$ cat src/rtl/prog_run_pkg.sv
// Shared types and default parameters for the program-run sequencer.
// No ports; imported by prog_run_ctrl and run_timer.
package prog_run_pkg;

  typedef enum logic [2:0] {
    IDLE,
    LOAD_IM,
    LOAD_DM,
    HOLD,
    RUN,
    DUMP_RD,
    DUMP_OUT,
    DONE
  } state_t;

  localparam int DEF_DATA_W     = 32;
  localparam int DEF_IM_AW      = 10;
  localparam int DEF_DM_AW      = 12;
  localparam int DEF_RST_HOLD   = 2;
  localparam int DEF_RUN_CYCLES = 4000;
  localparam int DEF_DUMP_WORDS = 40;
  localparam int DEF_HALT_WIN   = 8;

endpackage

$ cat src/rtl/prog_run_ctrl_run_timer.sv
// RUN-phase timer: saturating run_cnt, run_end after RUN_CYCLES cycles
// (or on a stuck PC when HALT_DETECT_EN is defined). Ports: clk, rst, clr, en, core_pc, run_end, run_cnt.
module run_timer
  import prog_run_pkg::*;
#(
  parameter int RUN_CYCLES = DEF_RUN_CYCLES,
  parameter int HALT_WIN   = DEF_HALT_WIN
) (
  input  logic        clk,
  input  logic        rst,
  input  logic        clr,
  input  logic        en,
  input  logic [31:0] core_pc,
  output logic        run_end,
  output logic [31:0] run_cnt
);

  localparam logic [31:0] LAST = 32'(RUN_CYCLES - 1);

  logic cyc_end;
  logic halt_end;

  // run_cnt counts completed cycles, so this cycle is the last one
  assign cyc_end = en && (run_cnt >= LAST);

  always_ff @(posedge clk or posedge rst) begin
    if (rst) begin
      run_cnt <= '0;
    end else if (clr) begin
      run_cnt <= '0;
    end else if (en && (run_cnt != '1)) begin
      run_cnt <= run_cnt + 32'd1;
    end
  end

`ifdef HALT_DETECT_EN
  localparam logic [15:0] WIN_LAST = 16'(HALT_WIN - 1);

  logic [31:0] prev_pc;
  logic        pc_ok;
  logic [15:0] eq_cnt;
  logic        same;

  // first RUN cycle only captures the PC
  assign same     = pc_ok && (core_pc == prev_pc);
  assign halt_end = en && same && (eq_cnt >= WIN_LAST);

  always_ff @(posedge clk or posedge rst) begin
    if (rst) begin
      prev_pc <= '0;
      pc_ok   <= 1'b0;
      eq_cnt  <= '0;
    end else if (!en) begin
      pc_ok   <= 1'b0;
      eq_cnt  <= '0;
    end else begin
      prev_pc <= core_pc;
      pc_ok   <= 1'b1;
      eq_cnt  <= same ? eq_cnt + 16'd1 : 16'd0;
    end
  end
`else
  logic [31:0] unused_pc;
  localparam int unused_win = HALT_WIN;
  assign unused_pc = core_pc;
  assign halt_end  = 1'b0;
`endif

  assign run_end = cyc_end | halt_end;

endmodule

$ cat src/rtl/prog_run_ctrl.sv
// Program-run sequencer: load IM then DM from a valid/ready stream, hold core reset, run, dump DM.
// Ports: start, ld_* load stream, im_*/dm_* memory side, core_rst/core_pc, dump_* stream, status. Option: HALT_DETECT_EN.
module prog_run_ctrl
  import prog_run_pkg::*;
#(
  parameter int DATA_W     = DEF_DATA_W,
  parameter int IM_AW      = DEF_IM_AW,
  parameter int DM_AW      = DEF_DM_AW,
  parameter int RST_HOLD   = DEF_RST_HOLD,
  parameter int RUN_CYCLES = DEF_RUN_CYCLES,
  parameter int DUMP_WORDS = DEF_DUMP_WORDS,
  parameter int HALT_WIN   = DEF_HALT_WIN
) (
  input  logic              clk,
  input  logic              rst,
  input  logic              start,
  input  logic              ld_valid,
  output logic              ld_ready,
  input  logic [DATA_W-1:0] ld_data,
  input  logic              ld_last,
  output logic              im_we,
  output logic [IM_AW-1:0]  im_addr,
  output logic [DATA_W-1:0] im_wdata,
  output logic              dm_we,
  output logic              dm_re,
  output logic [DM_AW-1:0]  dm_addr,
  output logic [DATA_W-1:0] dm_wdata,
  input  logic [DATA_W-1:0] dm_rdata,
  output logic              core_rst,
  input  logic [31:0]       core_pc,
  output logic              dump_valid,
  input  logic              dump_ready,
  output logic [DATA_W-1:0] dump_data,
  output logic [DM_AW-1:0]  dump_addr,
  output logic              dump_last,
  output logic              busy,
  output logic              done,
  output logic              load_err,
  output logic [31:0]       run_cnt
);

  localparam logic [DM_AW-1:0] LAST_K    = DM_AW'(DUMP_WORDS - 1);
  localparam logic [31:0]      HOLD_INIT = 32'(RST_HOLD);

  state_t            state;
  state_t            nstate;
  logic [IM_AW-1:0]  im_la;
  logic              im_full;
  logic [DM_AW-1:0]  dm_la;
  logic              dm_full;
  logic [DM_AW-1:0]  k;
  logic [31:0]       hold_cnt;
  logic [DATA_W-1:0] dump_q;
  logic              fresh;
  logic              err_q;
  logic              beat;
  logic              start_ok;
  logic              run_end;

  assign beat     = ld_valid && ld_ready;
  assign start_ok = start && ((state == IDLE) || (state == DONE));

  run_timer #(
    .RUN_CYCLES (RUN_CYCLES),
    .HALT_WIN   (HALT_WIN)
  ) u_timer (
    .clk     (clk),
    .rst     (rst),
    .clr     (start_ok),
    .en      (state == RUN),
    .core_pc (core_pc),
    .run_end (run_end),
    .run_cnt (run_cnt)
  );

  always_ff @(posedge clk or posedge rst) begin
    if (rst) state <= IDLE;
    else     state <= nstate;
  end

  always_comb begin
    nstate = state;
    unique case (state)
      IDLE, DONE: if (start) nstate = LOAD_IM;
      LOAD_IM:    if (beat && ld_last) nstate = LOAD_DM;
      LOAD_DM:    if (beat && ld_last) nstate = HOLD;
      HOLD:       if (hold_cnt <= 32'd1) nstate = RUN;
      RUN:        if (run_end) nstate = DUMP_RD;
      DUMP_RD:    nstate = DUMP_OUT;
      DUMP_OUT:   if (dump_ready) nstate = (k == LAST_K) ? DONE : DUMP_RD;
      default:    nstate = IDLE;
    endcase
  end

  always_comb begin
    ld_ready   = 1'b0;
    im_we      = 1'b0;
    dm_we      = 1'b0;
    dm_re      = 1'b0;
    dm_addr    = dm_la;
    dump_valid = 1'b0;
    dump_last  = 1'b0;
    core_rst   = 1'b1;
    busy       = 1'b1;
    done       = 1'b0;
    unique case (state)
      IDLE: busy = 1'b0;
      LOAD_IM: begin
        ld_ready = 1'b1;
        im_we    = ld_valid && !im_full;
      end
      LOAD_DM: begin
        ld_ready = 1'b1;
        dm_we    = ld_valid && !dm_full;
      end
      HOLD: ;
      RUN: core_rst = 1'b0;
      DUMP_RD: begin
        dm_re   = 1'b1;
        dm_addr = k;
      end
      DUMP_OUT: begin
        dm_addr    = k;
        dump_valid = 1'b1;
        dump_last  = (k == LAST_K);
      end
      DONE: begin
        busy = 1'b0;
        done = 1'b1;
      end
      default: ;
    endcase
  end

  assign im_addr   = im_la;
  assign im_wdata  = ld_data;
  assign dm_wdata  = ld_data;
  assign dump_addr = k;
  assign load_err  = err_q;
  // memory data is only guaranteed the cycle after dm_re
  assign dump_data = fresh ? dm_rdata : dump_q;

  always_ff @(posedge clk or posedge rst) begin
    if (rst) begin
      im_la    <= '0;
      im_full  <= 1'b0;
      dm_la    <= '0;
      dm_full  <= 1'b0;
      err_q    <= 1'b0;
      k        <= '0;
      hold_cnt <= '0;
      dump_q   <= '0;
      fresh    <= 1'b0;
    end else begin
      fresh <= (state == DUMP_RD);
      if ((state == DUMP_OUT) && fresh) dump_q <= dm_rdata;
      if (start_ok) begin
        im_la   <= '0;
        im_full <= 1'b0;
        dm_la   <= '0;
        dm_full <= 1'b0;
        err_q   <= 1'b0;
      end
      // address sticks at depth-1; later beats are dropped
      if ((state == LOAD_IM) && beat) begin
        if (im_full)      err_q   <= 1'b1;
        else if (&im_la)  im_full <= 1'b1;
        else              im_la   <= im_la + 1'b1;
      end
      if ((state == LOAD_DM) && beat) begin
        if (dm_full)      err_q   <= 1'b1;
        else if (&dm_la)  dm_full <= 1'b1;
        else              dm_la   <= dm_la + 1'b1;
      end
      if ((state == LOAD_DM) && beat && ld_last) hold_cnt <= HOLD_INIT;
      else if (state == HOLD)                    hold_cnt <= hold_cnt - 32'd1;
      if (state == RUN) k <= '0;
      else if ((state == DUMP_OUT) && dump_ready && (k != LAST_K)) k <= k + 1'b1;
    end
  end

endmodule

$ cat config.mk
export PLATFORM = sky130hd
export DESIGN_NAME = prog_run_ctrl
export DESIGN_NICKNAME = d
export VERILOG_FILES = /design/src/rtl/prog_run_pkg.sv /design/src/rtl/prog_run_ctrl_run_timer.sv /design/src/rtl/prog_run_ctrl.sv
export SDC_FILE = /design/constraint.sdc
export NUM_CORES = 1
export LEC_CHECK = 0
export ABC_AREA = 1
export CAP_MARGIN = 20
export CORE_MARGIN = 2
export CORE_UTILIZATION = 40
export CTS_BUF_LIST = sky130_fd_sc_hd__clkbuf_4 sky130_fd_sc_hd__clkbuf_8
export CTS_CLUSTER_DIAMETER = 80
export DETAILED_ROUTE_END_ITERATION = 12
export GPL_ROUTABILITY_DRIVEN = 0
export PLACE_DENSITY_LB_ADDON = 0.05
export SLEW_MARGIN = 10
export SYNTH_ARGS = -nofsm -noshare
export SYNTH_HDL_FRONTEND = slang
export SYNTH_HIERARCHICAL = 1
export SYNTH_SLANG_ARGS = --single-unit
$ cat constraint.sdc
create_clock -name clk -period 3.3 [get_ports clk]
set_input_delay 0.33 -clock clk [delete_from_list [all_inputs] [get_ports clk]]
set_output_delay 0.33 -clock clk [all_outputs]
set_load 0.1 [all_outputs]
After elaboration in Yosys (flattened, before gate mapping)
Index checks and enable logic that the tools add are counted.
W data, S select, Z words.
{"block": "word_totals", "register_bits": 137, "latch_bits": 0, "ram_bits": 0, "romBits": 0, "out_inout_bits": 172, "wordCells": 106, "n_memories": 0}
{"block": "classes", "addsub": 5, "multipliers": 0, "div_mod_pow": 0, "order_cmp": 2, "n_eq_ne": 16, "n_shift": 0, "mux": 46, "n_bitwise": 0, "n_reduce_logical": 26}
{"op": "$mux W32", "n": 5}
{"op": "$mux W12", "n": 7}
{"op": "$mux W10", "n": 4}
{"op": "$add A32 B1 Y32 const B", "n": 1}
{"op": "$ge A32 B12 Y1 const B", "n": 1}
{"op": "$le A32 B1 Y1 const B", "n": 1}
{"op": "$ne A32 B32 Y1 const B", "n": 1}
{"op": "$sub A32 B1 Y32 const B", "n": 1}
{"op": "$add A12 B1 Y12 const B", "n": 2}
{"op": "$mux W1", "n": 22}
{"op": "$pmux W3 S7", "n": 1}
{"op": "$mux W3", "n": 6}
{"op": "$logic_and A1 B1 Y1", "n": 13}
{"op": "$eq A12 B6 Y1 const B", "n": 1}
{"op": "$eq A3 B3 Y1 const B", "n": 4}
{"op": "$ne A12 B6 Y1 const B", "n": 1}
{"op": "$reduce_and A12 Y1", "n": 1}
{"op": "$add A10 B1 Y10 const B", "n": 1}
{"op": "$ne A2 B2 Y1 const B", "n": 5}
{"op": "$reduce_and A10 Y1", "n": 1}
{"op": "$eq A3 B2 Y1 const B", "n": 2}
{"op": "$reduce_and A6 Y1", "n": 1}
{"op": "$reduce_bool A2 Y1", "n": 3}
{"op": "$reduce_or A2 Y1", "n": 3}
{"op": "6 further kinds", "n": 7}

Longest topological paths before layout
Gate-level depths: netlist (run 1).
{"block": "logic_depth", "depth_word": 8, "depth_mapped": 13}

Hierarchy
Netlist (run 1), hierarchy kept.
{"mod": "prog_run_ctrl", "instances": 1, "cells_each": 916, "area_each_um2": 6463.7, "seq_area_each_um2": 2627.5}
{"mod": "run_timer", "instances": 1, "cells_each": 369, "area_each_um2": 2316.0, "seq_area_each_um2": 800.8}

Least setup slack after synthesis (run 1)
OpenSTA, ideal clock, no wires.
{"block": "synth_path", "path_type": "register to output", "startpoint": "register state[2]", "endpoint": "output port dm_addr[10]", "arrival_ps": 3208, "setup_slack_ps": -238, "stages_incl_launch_ff": 7, "path_buffers": 1, "cell_sequence": "dfrtp_1 -> nand2_1 -> nor2_4 -> inv_1 -> nand2_1 -> clkbuf_1 -> o21ai_0"}
{"block": "synth_between", "elab_chain_cells": 3}
{"element": "from (decl)", "line": "prog_run_ctrl.sv:45", "text": "state_t state;"}
{"element": "from (signal assigned)", "line": "prog_run_ctrl.sv:78", "text": "else state <= nstate;"}
{"element": "$eq A3 B3 Y1", "line": "prog_run_ctrl.sv:106", "text": "unique case (state)"}
{"element": "$reduce_or A2 Y1 (no source line) *"}
{"element": "$mux W12 *", "line": "prog_run_ctrl.sv:106"}
{"element": "to (decl)", "line": "prog_run_ctrl.sv:26", "text": "output logic [DM_AW-1:0] dm_addr,"}
Mark *: on every way between the ends. The rest lies on a longest branch, timed or not.

Final worst setup path (run 1)
{"block": "layout_path", "startpoint": "register state[2]", "endpoint": "output port dm_addr[2]"}
The elaborated chain is that of the path after synthesis.

==> reports/summary.md, run 1 <==
### Status
* outcome: finished, final reports clean

### Synthesis
* xor/xnor cell area share of the yosys netlist: 0.01596
* number of different library cells in the post-synthesis netlist: 43
* average instance area after synthesis: 6.832 sq um
* post-synthesis cell count: 1,285
* number of synthesized flops with an enable pin: 0
* fraction of registers with async set or reset after synthesis: 1.000
* top flip-flop cell by instance count after synthesis: sky130_fd_sc_hd__dfrtp_1
* number of flip-flops and latches in the synthesized netlist: 137
* multiplexer area fraction after synthesis: 0.002565
* total standard cell area after synthesis: 8780 sq um
* adder and majority gate portion of the synthesized area: 0.008551
* dominant combinational cell family by area after synthesis: simple AND/OR/NAND/NOR gates
* post-synth top area share: 0.3905
* post-synthesis compound-gate area fraction: 0.1026
* largest area contributor in the netlist: sky130_fd_sc_hd__dfrtp_1
* sequential share of the synthesized area: 0.3905
* warning count from the yosys run: 6
* fraction of the mapped netlist area in simple logic gates: 0.3406
* nets in the synthesized netlist: 1,393
* Commonest cells post-synth: 329 x sky130_fd_sc_hd__nand2_1, 195 x sky130_fd_sc_hd__nor2_1, 150 x sky130_fd_sc_hd__inv_1, 137 x sky130_fd_sc_hd__dfrtp_1, 92 x sky130_fd_sc_hd__nand3_1
* Synth area leaders: sky130_fd_sc_hd__dfrtp_1 39%, sky130_fd_sc_hd__nand2_1 14%, sky130_fd_sc_hd__nor2_1 8.3%
* most used standard cell by instance count after synthesis: sky130_fd_sc_hd__nand2_1

### Routing
* iteration-0 DRC count of the detailed router: 468
* post-detailed-route wirelength per cell: 13.83 microns
* total wirelength of the detailed-routed design: 22,930 microns
* first drt pass iteration count: 5
* count of nets left with antenna violations after detail routing: 0
* Via-to-Cell Ratio: 4.908
* final routed DRC violation total: 0
* via count: 8,138

### GRT
* via count of the first global-routing pass: 7,686
* antenna violations before repair: 0
* largest net degree at the start of global routing: 65
* fraction of met2 tracks used by global routing: 0.3263
* GRT Resource Usage Total: 0.1986
* met3 track demand over resource: 0.04522
* global routing met1 resource utilization: 0.2677
* layer with the highest usage after global routing: met2
* first-pass GRT wire length: 38,010 microns
* total overflow reported by the global router: 0

### Hold path
* path class of the lowest-slack min-delay path: in2async

### STA
* final critical-path share of the clock period: 0.8473
* time the final worst path needs with I/O delays and setup: 2.796 ns
* Setup Viol. Count Final: 0
* worst slew pin tran: 1.045 ns
* slew margin rel.: 0.3034
* final hold violations: 0
* RSZ-0062 raised after global routing: no
* number of pins with negative max-slew slack in the final report: 0
* Highest Clock Rate: 357.6 MHz
* Worst Clk Skew: 0.01088 ns

### Setup path
* slowest library cell on the worst path: sky130_fd_sc_hd__dfrtp_1
* nature of the critical path endpoint: primary output
* Reg2Reg Setup Slack: 0.68 ns
* worst endpoint required time: 2.97 ns
* Worst path top cell family by delay: simple AND/OR/NAND/NOR gates
* ordered list of cells on the worst path: nand2_1 -> nor2_4 -> inv_1 -> nand2_1 -> mux2_2 -> buf_4
* critical register-to-register path startpoint: state[0]
* depth of the most critical reg-to-reg path: 11
* most prevalent standard cell on the critical path: sky130_fd_sc_hd__nand2_1
* max incr delay on CP: 0.48 ns
* arrival time of data at the critical path endpoint: 2.47 ns
* endpoint of the most critical register-to-register path: u_timer/run_cnt[29]
* Crit Path Category: reg2out
* largest driver fanout on the critical path: 21
* crit path launch type: flip-flop
* Buf/Inv on CP: 2
* CP Launch Point: state[2]

### Layout
* total area of sequential cells: 3430 sq um
* fillcell total: 2,267
* cell area after layout: 10,320 sq um
* share of layout cells above drive strength 1: 0.1016
* Area Growth Syn to Fin: 17.59%
* # diodes: 0
* number of nets in the layout: 1,473
* multi-input logic area: 4131 sq um

### Die
* Vert. Die Dim: 152.2 microns
* number of ports placed on the die boundary: 274
* site row count: 54
* Horiz. Die Dim: 152.2 microns
* initial core utilization: 0.4048
* total die area: 23,150 sq um
* Core Box Area: 21,690 sq um

### Placement
* half-perimeter wire length after detailed placement: 16,580 microns
* cell area after placement: 9907 sq um
* Port-buffer cells: 145

### Clock network
* number of H-tree levels: 4
* clock root cell: sky130_fd_sc_hd__clkbuf_8
* hold_buf cts: 0
* Clock Tree Buf Depth: 2
* CTS tree: yes
* setup repair bufs after CTS: 0
* number of clock sinks: 137
* post-cts repair resize count: 0
* number of buffers created by CTS: 17
* Worst-path clk slew: 0.08 ns
* clock network latency to the later pin of the worst-skew pair: 0.45 ns

### Power and ir drop
* peak ir drop on the vdd network: 0.3921 mV
* Lkg Pwr: 5.060 nW
* total power draw: 9.552 mW
* PD cells: 925.3 nW/um^2

### Flow run
* Max-cap violations: 0

cell families after synthesis:
logic type               count (synthesis)
AO/OA/AOI/OAI                          171
flip-flops                             137
multiplexers                             2
XOR/XNOR                                16
AND/OR/NAND/NOR                        701
adder cells (fa/ha/maj)                  6
buffers and inverters                  252
worst reg2reg max path, stage by stage (launching register included):
cell	delay [ns]
sky130_fd_sc_hd__dfrtp_1	0.48
sky130_fd_sc_hd__inv_1	0.21
sky130_fd_sc_hd__nand2_1	0.09
sky130_fd_sc_hd__o21ai_0	0.21
sky130_fd_sc_hd__nand2_1	0.08
sky130_fd_sc_hd__buf_4	0.21
sky130_fd_sc_hd__inv_1	0.09
sky130_fd_sc_hd__inv_1	0.06
sky130_fd_sc_hd__nand2_2	0.38
sky130_fd_sc_hd__clkinv_2	0.47
sky130_fd_sc_hd__nand2_1	0.17
sky130_fd_sc_hd__nand2_1	0.06
cell type report:
type	count	area share
well taps	280	0.03394
repair buffers	159	0.1370
multi-input cells	896	0.4002
clock inverters	14	0.01636
clock buffers	18	0.02400
flip-flops and latches	137	0.3322
inverters	154	0.05636
through the flow:
| step | setup TNS (ns) | std cells | setup slack (ns) | hold WS, ns | util |
|---|---|---|---|---|---|
| after floorplan | -1.852 | 1285 | -0.2377 | 0.4462 | - |
| after global placement | 0 | 1626 | 0.6787 | 0.4697 | 0.4568 |
| after detailed placement | 0 | 1626 | 0.6530 | 0.4765 | 0.4568 |
| after CTS | 0 | 1658 | 0.4694 | 0.2995 | 0.4760 |
| after global routing | 0 | 1658 | 0.2805 | 0.3242 | 0.4760 |
| final | 0 | 1658 | 0.5038 | 0.3029 | 0.4760 |
flip-flops by register name, summed over array words and instances, names as in the netlist:
register / cells
hold_cnt: 32
im_addr: 10
dm_la: 12
load_err: 1
im_full: 1
u_timer/run_cnt: 32
dump_q: 32
state: 3
fresh: 1
dm_full: 1
dump_addr: 12
worst max-delay path by stage:
stage                                endpoint  slack, ns  depth (start not counted)
after global routing              dm_addr[10]       0.28                          7
after detailed placement  u_timer/run_cnt[29]       0.65                         11
after floorplan                   dm_addr[10]      -0.24                          6
after CTS                          dm_addr[2]       0.47                          6
final                              dm_addr[2]       0.50                          6
after global placement    u_timer/run_cnt[13]       0.68                         11
layout by cell type, fill, tap and decap left out, types with 3 or more instances in the layout:
master,instances
sky130_fd_sc_hd__nand2_1,328
sky130_fd_sc_hd__nor2_1,195
sky130_fd_sc_hd__inv_1,149
sky130_fd_sc_hd__dfrtp_1,136
sky130_fd_sc_hd__nand3_1,92
sky130_fd_sc_hd__clkdlybuf4s50_1,83
sky130_fd_sc_hd__o21ai_0,76
sky130_fd_sc_hd__buf_4,75
sky130_fd_sc_hd__a21oi_1,71
sky130_fd_sc_hd__nand4_1,31
sky130_fd_sc_hd__nor3_1,20
sky130_fd_sc_hd__clkbuf_8,18
sky130_fd_sc_hd__xor2_1,14
sky130_fd_sc_hd__nand2_2,8
sky130_fd_sc_hd__o21ai_1,8
sky130_fd_sc_hd__nor3b_1,6
sky130_fd_sc_hd__nor2_2,6
sky130_fd_sc_hd__ha_1,6
sky130_fd_sc_hd__nand3b_1,5
sky130_fd_sc_hd__clkinv_2,5
sky130_fd_sc_hd__nor2_4,4
sky130_fd_sc_hd__o22ai_1,3
sky130_fd_sc_hd__inv_6,3
sky130_fd_sc_hd__bufinv_16,3
metal layers:
layer	wire (microns)	vias up
li1	-	4191
met1	10890	3735
met2	10640	194
met3	1189	18
met4	218	0
met5	0	-
power breakdown:
part,internal (mW),switching [mW],total [mW]
registers,2.10,0.389,2.49
logic,1.21,4.39,5.59
clock network,0.771,0.697,1.47
Note: power is estimated with default switching activity, not from simulation.
==> run 2: changes to the inputs <==
==> constraint.sdc (replaced) <==
create_clock -name clk -period 2.34 [get_ports clk]
set_input_delay 0.234 -clock clk [delete_from_list [all_inputs] [get_ports clk]]
set_output_delay 0.234 -clock clk [all_outputs]
set_load 0.1 [all_outputs]
==> run 2 against run 1 <==
  * Die area unchanged
  * Register-to-register slack worse by 0.45 ns
  * Global-route usage up 1.3 points
  * Critical path depth up 2
  * Non-clock buffer count up 10
  * Utilization up 3.9 points
  * Sequential share of layout area down 2.4 points
  * Flip-flop and latch count unchanged
  * Design area up 8.1%
  * Critical endpoint is now dm_addr[1]
  * Largest power group unchanged
==> reports/summary.md, run 2 (synthesis gave the netlist of run 1 again) <==
### Routing
* first drt pass iteration count: 5
* Via-to-Cell Ratio: 4.939
* total wirelength of the detailed-routed design: 23,900 microns
* iteration-0 DRC count of the detailed router: 421
* via count: 8,238
* final routed DRC violation total: 0
* post-detailed-route wirelength per cell: 14.33 microns
* count of nets left with antenna violations after detail routing: 0

### Die
* site row count: 54
* total die area: 23,150 sq um
* Core Box Area: 21,690 sq um
* initial core utilization: 0.4048
* Horiz. Die Dim: 152.2 microns
* number of ports placed on the die boundary: 274
* Vert. Die Dim: 152.2 microns

### Layout
* leading registers by flop count: dump_q: 32 flops, hold_cnt: 32 flops, u_timer/run_cnt: 32 flops
* share of layout cells above drive strength 1: 0.1751
* fillcell total: 2,140
* number of nets in the layout: 1,483
* Area Growth Syn to Fin: 27.16%
* # diodes: 0
* most common cell after layout, fill and taps aside: sky130_fd_sc_hd__nand2_1
* commonest non-fill, non-tap cells in the layout: 326 x sky130_fd_sc_hd__nand2_1, 193 x sky130_fd_sc_hd__nor2_1, 147 x sky130_fd_sc_hd__inv_1
* final std cells w/o fill: 1,668

### STA
* worst slew pin tran: 0.9525 ns
* time the final worst path needs with I/O delays and setup: 2.236 ns
* final critical-path share of the clock period: 0.9555
* slew margin rel.: 0.3650
* Worst Clk Skew: 0.01256 ns
* Highest Clock Rate: 447.2 MHz
* final hold violations: 0
* Setup Viol. Count Final: 0
* number of pins with negative max-slew slack in the final report: 0
* summed negative setup slack over all endpoints: 0 ns

### Setup path
* Stages on worst setup path: 8
* Worst path top cell family by delay: buffers and inverters
* most prevalent standard cell on the critical path: sky130_fd_sc_hd__nand2_4
* Crit Path Category: reg2out
* crit path launch type: flip-flop
* worst endpoint required time: 2.11 ns
* nature of the critical path endpoint: primary output
* Buf/Inv on CP: 4
* max incr delay on CP: 0.41 ns
* largest driver fanout on the critical path: 10
* slowest library cell on the worst path: sky130_fd_sc_hd__dfrtp_1
* arrival time of data at the critical path endpoint: 2.00 ns
* depth of the most critical reg-to-reg path: 8
* ordered list of cells on the worst path: buf_4 -> nor2_4 -> inv_2 -> nand2_4 -> bufbuf_16 -> nand2_1 -> nand2_4 -> buf_12

### GRT
* total overflow reported by the global router: 0
* via count of the first global-routing pass: 7,939
* GRT Resource Usage Total: 0.2116
* antenna violations before repair: 0
* fraction of met2 tracks used by global routing: 0.3348
* largest net degree at the start of global routing: 65
* global routing met1 resource utilization: 0.2897
* layer with the highest usage after global routing: met2
* met3 track demand over resource: 0.04807
* first-pass GRT wire length: 40,400 microns

### Flow run
* Max-cap violations: 0

### Power and ir drop
* PD cells: 1357 nW/um^2
* power spent charging and discharging nets: 8.125 mW
* Sequential Power Share: 0.229
* Lkg Pwr: 5.421 nW
* peak ir drop on the vdd network: 0.7640 mV
* Clock Power Share: 0.153
* total power draw: 15.15 mW
* fraction of power consumed by combinational cells: 0.618
* Sw Share: 0.5362
* internal power: 7.027 mW

### Hold path
* path class of the lowest-slack min-delay path: in2async

### Clock network
* hold_buf cts: 0
* CTS tree: yes
* number of buffers created by CTS: 17
* clock root cell: sky130_fd_sc_hd__clkbuf_8
* clock network latency to the later pin of the worst-skew pair: 0.47 ns
* number of H-tree levels: 4
* Worst-path clk slew: 0.08 ns
* Clock Tree Buf Depth: 2
* number of clock sinks: 137

### Status
* outcome: finished, final reports clean

### Placement
* half-perimeter wire length after detailed placement: 17,340 microns
* number of cells after detailed placement: 1,633
* Port-buffer cells: 145

==> run 2: cell types whose count changed in the layout (fill, tap and decap cells not counted), sizes merged <==
cell           previous run  this run
inv                     155       154
clkinvlp                  2         5
clkinv                    8         4
bufbuf                    0         1
clkdlybuf4s50            83        37
bufinv                    3         5
buf                      76       131
==> run 2: power by group through the flow <==
| stage | Combinational [mW] | Sequential (mW) | Clock [mW] |
|---|---|---|---|
| 6_report | 9.36 | 3.47 | 2.33 |
| 5_1_grt | 9.94 | 3.58 | 2.50 |
| 4_1_cts | 9.41 | 3.46 | 2.40 |
| 3_5_place_dp | 9.31 | 3.51 | 0 |
| 3_3_place_gp | 9.27 | 3.51 | 0 |
| 2_1_floorplan | 6.52 | 4.00 | 0 |
==> run 2: area by class of cell <==
class	instances	area, sq um	share of cell area
repair buffers	169	1962	0.1757
well taps	280	350.3	0.03138
clock buffers	18	247.7	0.02219
clock inverters	14	220.2	0.01972
inverters	154	584.3	0.05234
flip-flops and latches	137	3437	0.3079
multi-input cells	896	4363	0.3908
==> run 2: layer usage <==
layer,wire [microns],part of all wire
met2,10840,0.45
met5,0,0
met1,11400,0.48
met4,418,0.017
met3,1246,0.052
==> run 2: timing repair <==
item / in CTS / in global routing
gates resized for setup: 4 / 6
gates cloned: 1 / 0
pin swaps: 1 / 0
buffers inserted: 2 / 0
endpoints found under the setup margin: 12 / 24
==> run 2: path summary, 6_finish.rpt <==
path                                    start                   to  slack, ns
max                                  state[0]           dm_addr[1]       0.10
min                                       rst         hold_cnt[28]       0.11
max reg2reg                u_timer/run_cnt[0]  u_timer/run_cnt[27]       0.23
min reg2reg                         dump_q[6]            dump_q[6]       0.49
max in group asynchronous                 rst           im_addr[0]       1.60
min in group clk                 dm_rdata[19]           dump_q[19]       0.37
==> run 2: per-stage QoR <==
step / worst slack, ns / hold slack [ns] / area (sq um) / utilization
floorplan: -0.7556 / 0.3501 / 8997 / -
global placement: 0.2374 / 0.4691 / 10620 / 0.4895
detailed placement: 0.2248 / 0.4691 / 10620 / 0.4895
CTS: 0.008841 / 0.1004 / 11140 / 0.5137
global route: -0.00003664 / 0.1182 / 11160 / 0.5148
finish: 0.1041 / 0.1069 / 11160 / 0.5148
==> run 2: worst register-to-register path: stages, from the launching register on <==
cell                      delay, ns
sky130_fd_sc_hd__dfrtp_2       0.42
sky130_fd_sc_hd__ha_1          0.25
sky130_fd_sc_hd__nand2_2       0.15
sky130_fd_sc_hd__nor2_4        0.07
sky130_fd_sc_hd__nand2_4       0.11
sky130_fd_sc_hd__nor2_8        0.07
sky130_fd_sc_hd__a21oi_2       0.72
sky130_fd_sc_hd__nand4_1       0.18
sky130_fd_sc_hd__nand2_1       0.10
